File: src/rtl/lc3_pkg.sv
// lc3_pkg: shared LC-3 widths, condition-code encoding and CC derivation helper.
package lc3_pkg;
  localparam int WORD_W = 16;
  localparam int REG_ADDR_W = 3;
  typedef logic [2:0] cc_t;
  localparam cc_t CC_N = 3'b100;
  localparam cc_t CC_Z = 3'b010;
  localparam cc_t CC_P = 3'b001;
  function automatic cc_t cc_from_word(input logic [WORD_W-1:0] word);
    return word[WORD_W-1] ? CC_N : ~|word ? CC_Z : CC_P;
  endfunction
endpackage

File: src/rtl/lc3_word_reg.sv
// lc3_word_reg: WIDTH-bit register with write enable and synchronous reset to 0.
module lc3_word_reg #(
  parameter int WIDTH = 16
) (
  input  logic             Clk,
  input  logic             Reset,
  input  logic             WE,
  input  logic [WIDTH-1:0] D,
  output logic [WIDTH-1:0] Q
);
  always_ff @(posedge Clk)
    if (Reset) Q <= '0;
    else if (WE) Q <= D;
endmodule

File: src/rtl/lc3_regfile.sv
// lc3_regfile: LC-3 register file, 1 write / 2 read ports plus N/Z/P register.
// Optional write-through forwarding when REGFILE_BYPASS_EN is defined.
module lc3_regfile
  import lc3_pkg::*;
#(
  parameter int WIDTH  = WORD_W,
  parameter int DEPTH  = 8,
  parameter int ADDR_W = REG_ADDR_W
) (
  input  logic              Clk,
  input  logic              Reset,
  input  logic              WE,
  input  logic [ADDR_W-1:0] DR,
  input  logic [WIDTH-1:0]  D,
  input  logic              LD_CC,
  input  logic [ADDR_W-1:0] SR1,
  input  logic [ADDR_W-1:0] SR2,
  output logic [WIDTH-1:0]  SR1_out,
  output logic [WIDTH-1:0]  SR2_out,
  output logic [2:0]        NZP
);
  logic [WIDTH-1:0] q [DEPTH];
  logic dr_ok, sr1_ok, sr2_ok, fwd1, fwd2;
  cc_t cc, cc_next;
  assign dr_ok  = 32'(DR) < DEPTH;
  assign sr1_ok = 32'(SR1) < DEPTH;
  assign sr2_ok = 32'(SR2) < DEPTH;
  genvar i;
  generate
    for (i = 0; i < DEPTH; i++) begin : g_reg
      lc3_word_reg #(.WIDTH(WIDTH)) u_reg (
        .Clk  (Clk),
        .Reset(Reset),
        .WE   (WE && dr_ok && DR == ADDR_W'(i)),
        .D    (D),
        .Q    (q[i])
      );
    end
  endgenerate
`ifdef REGFILE_BYPASS_EN
  assign fwd1 = WE && !Reset && dr_ok && SR1 == DR;
  assign fwd2 = WE && !Reset && dr_ok && SR2 == DR;
`else
  assign fwd1 = 1'b0;
  assign fwd2 = 1'b0;
`endif
  assign SR1_out = fwd1 ? D : sr1_ok ? q[SR1] : '0;
  assign SR2_out = fwd2 ? D : sr2_ok ? q[SR2] : '0;
  // D is treated as signed: sign bit wins, then zero, else positive
  assign cc_next = D[WIDTH-1] ? CC_N : ~|D ? CC_Z : CC_P;
  always_ff @(posedge Clk)
    if (Reset) cc <= CC_Z;
    else if (LD_CC) cc <= cc_next;
  assign NZP = cc;
endmodule

File: config.mk
export PLATFORM = sky130hd
export DESIGN_NAME = lc3_regfile
export DESIGN_NICKNAME = d
export VERILOG_FILES = /design/src/rtl/lc3_pkg.sv /design/src/rtl/lc3_word_reg.sv /design/src/rtl/lc3_regfile.sv
export SDC_FILE = /design/constraint.sdc
export NUM_CORES = 1
export LEC_CHECK = 0
export BUFFER_PORTS_ARGS = -buffer_cell sky130_fd_sc_hd__buf_2
export CAP_MARGIN = 30
export CORE_MARGIN = 2
export CORE_UTILIZATION = 50
export DETAILED_ROUTE_END_ITERATION = 6
export PLACE_DENSITY = 0.78
export SLEW_MARGIN = 10
export SYNTH_ARGS = -nofsm -noshare
export SYNTH_HDL_FRONTEND = slang
export SYNTH_SLANG_ARGS = --single-unit
File: constraint.sdc
create_clock -name Clk -period 1.32 [get_ports Clk]
set_input_delay 0 -clock Clk [delete_from_list [all_inputs] [get_ports Clk]]
set_output_delay 0 -clock Clk [all_outputs]
set_load 0.01 [all_outputs]
==> results.sh <==
export IMPL_cts_tree="built"
export IMPL_vias_per_cell=6.583
export IMPL_final_cell_mix="nand2_1 (256), a21oi_1 (129), dfxtp_2 (66)"
export IMPL_p_comb_share_pct=11.0
export IMPL_setup_viol=32
export IMPL_intPower_w=0.007832
export IMPL_layout_drive_gt1_share_pct=39.28
export IMPL_path_cells="mux4_2 > mux2_4 > buf_6"
export IMPL_cp_max_fo=3
export IMPL_p_total_w=0.01036
export IMPL_final_common_cell="nand2_1"
export IMPL_std_cell_rows=43
export IMPL_first_iter_violations=984
export IMPL_yosysWarningCount=0
export IMPL_dp_cells=939
export IMPL_r2r_cells=3
export IMPL_worstPathArrival_ns=1.68
export IMPL_min_to="g_reg[5].u_reg.Q[5]"
export IMPL_grtUsageMet2_pct=49.55
export IMPL_relSlewSlack_pct=51.98
export IMPL_ys_ff_latch=131
export IMPL_cts_root_buf="clkbuf_16"
export IMPL_core_um2=13720
export IMPL_vdd_ir_drop_max_mv=0.9971
export IMPL_netlist_area_um2=6963
export IMPL_port_buffers=63
export IMPL_place_area_um2=7616
export IMPL_cpPeakStageDelay_ns=0.50
export IMPL_worstMarginPinSlew_ns=0.7138
export IMPL_fin_crit_sh_pct=127.5
export IMPL_setup_slack_ns=-0.3624
export IMPL_clk_path_buf_depth=2
export IMPL_skew_ns=0
export IMPL_status="complete, but fails checks"
export IMPL_firstDrtPassIters=6
export IMPL_insertion_delay_ns=0.42
export IMPL_path_delay_family="multiplexers"
export IMPL_worstHoldPathType="in -> reg"
export IMPL_grt_pass1_wl_mm=35.61
export IMPL_initial_utilization_pct=50.75
export IMPL_crit_buf_inv=1
export IMPL_grt_max_degree=56
export IMPL_grt_usage_pct=32.18
export IMPL_syn_area_per_cell_um2=9.631
export IMPL_drc=0
export IMPL_num_vias=6504
export IMPL_die_width_um=122.0
export IMPL_cp_data_required_time_ns=1.32
export IMPL_ant_nets=0
export IMPL_setup_tns_final_ns=-10.45
export IMPL_gp_congestion=0.8499
export IMPL_post_drt_wl_per_cell_um=24.13
export IMPL_p_sw_w=0.002527
export IMPL_grt_pass1_vias=6456
export IMPL_switching_share_pct=24.39
export IMPL_critPathKind="reg -> out"
export IMPL_holdPathStages=4
export IMPL_failed_checks="setup timing"
export IMPL_r2r_end="NZP[2]"
export IMPL_cts_reportedPaths_clkPinSlew_ns=0.06
export IMPL_min_from="D[5]"
export IMPL_worstSetupEndpointType="output pin"
export IMPL_reg2reg_slack_ns=0.18
export IMPL_synthCells=723
export IMPL_max_freq_mhz=594.4
export IMPL_io_pins=64
export IMPL_routed_wl_mm=23.84
export IMPL_cts_made_buffers=17
export IMPL_drv_cap=0
export IMPL_ys_types=30
export IMPL_grt_use_met3_pct=9.831
export IMPL_startpoint_type="register"
export IMPL_p_leak_nw=3.185
export IMPL_p_clk_share_pct=49.1
export IMPL_p_per_area_nw_per_um2=1195
export IMPL_dp_hpwl_mm=13.23
export IMPL_crit_slowest_cell="mux4_2"
export IMPL_antenna_found_initial=1
export IMPL_timing_final_crit_period_ns=1.682
export IMPL_grt_overflow=0
export IMPL_fin_area_um2=8667
export IMPL_r2r_start="NZP[2]"
export IMPL_final_net_count=824
export IMPL_rsz0062_at_grt="yes"
export IMPL_htreeDepth=4
export IMPL_die_h_um=122.0
export IMPL_yosysSeqAreaShare_pct=37.66
export IMPL_gr_usage_met1_pct=38.14
export IMPL_grt_busiest_layer="met2"
export IMPL_cts_num_sinks=131
export IMPL_final_max_slew_viol_count=0
export IMPL_seqPwrFrac_pct=39.8
export IMPL_syn_to_final_growth_pct=24.47
export IMPL_hold_violations=0
export IMPL_finalNonFillerCells=988
export IMPL_synth_nets=752
export IMPL_dieArea_um2=14890
## area by class of cell
cell class                 instances  area, um2
sequential                       131       2705
clock buffer                      19      452.9
timing repair buffer             135       1319
inverter                           2      7.507
tap                              180      225.2
clock inverter                    12      180.2
multi-input combinational        508       3775
antenna                            1      2.502
fill                             969       5052
## tightest hold or removal path: cells and delay by family
family | cells | cell delay, ns
AO/OA/AOI/OAI | 1 | 0.05
AND/OR/NAND/NOR | 1 | 0.06
buffers and inverters | 2 | 0.29
## state kept, by name (all words and copies together) (netlist names)
signal     flops
NZP            3
g.u_reg.Q    128
## synthesized netlist by cell type
cell type	count	area share, %
nand2_1	256	14
dfxtp_1	131	38
a21oi_1	129	9.3
mux4_1	40	15
clkbuf_1	39	2.1
mux2_2	32	5.2
mux4_2	24	7.8
buf_4	11	1.2
buf_6	8	1.3
clkbuf_2	8	0.58
buf_2	7	0.50
clkbuf_8	4	0.79
nor4_1	4	0.36
and4b_1	3	0.43
and4bb_2	3	0.54
buf_12	3	0.86
nand4b_1	3	0.38
nand4bb_1	3	0.49
inv_1	2	0.11
nand4_1	2	0.18
nor2_1	2	0.11
a32o_1	1	0.14
and4_1	1	0.13
buf_1	1	0.054
buf_8	1	0.22
mux2i_1	1	0.14
nand2b_1	1	0.090
nor4b_4	1	0.34
o21ai_0	1	0.072
or4b_1	1	0.14
## power by group through the flow
stage               clock (W)  sequential (W)  combinational, W
floorplan                   0         0.00417          0.000639
global placement            0         0.00418          0.000952
detailed placement          0         0.00419          0.000967
CTS                   0.00506         0.00412           0.00109
global route          0.00522         0.00413           0.00118
finish                0.00509         0.00413           0.00114
## metrics by stage
step,util [%],setup WS [ns],hold slack [ns]
final,63.17,-0.3624,0.01825
after global routing,63.17,-0.3728,0.01703
after CTS,62.82,-0.3563,0.002867
after detailed placement,55.51,-0.05592,0.3076
after global placement,55.51,-0.03904,0.2835
after floorplan,-,0.2391,0.1515
## how the worst max path moves through the flow
| stage | from | endpoint | depth (start not counted) |
|---|---|---|---|
| final | g_reg[3].u_reg.Q[4] | SR2_out[4] | 3 |
| after detailed placement | D[10] | NZP[0] | 4 |
| after global placement | D[10] | NZP[0] | 4 |
| after CTS | g_reg[3].u_reg.Q[4] | SR2_out[4] | 3 |
| after floorplan | DR[2] | g_reg[0].u_reg.Q[10] | 5 |
| after global routing | g_reg[3].u_reg.Q[4] | SR2_out[4] | 3 |
## cell families (layout without fill, tap and decap cells)
group	Yosys count	count (layout)	synth area share [%]
buf+inv	84	168	7.691
other cells	0	1	0
mux	97	97	28.18
flops	131	131	37.66
simple gates	280	280	16.98
compound gates	131	131	9.488
## layer usage
layer | wire, um | share of wire (%) | up-vias
met3 | 3098 | 13 | 176
li1 | - | - | 2658
met1 | 7897 | 33 | 3059
met2 | 10900 | 46 | 611
met4 | 1939 | 8.1 | 0
met5 | 0 | 0 | -
## repair_timing
| item | 4_1_cts | 5_1_grt |
|---|---|---|
| hold buffers | 14 | 0 |
| gates resized for setup | 148 | 21 |
| endpoints found under the setup margin | 32 | 33 |
| hold endpoints to repair | 74 | 0 |
| pin swaps | 0 | 1 |
| setup buffers | 1 | 2 |
(Power assumes the default switching activity.)
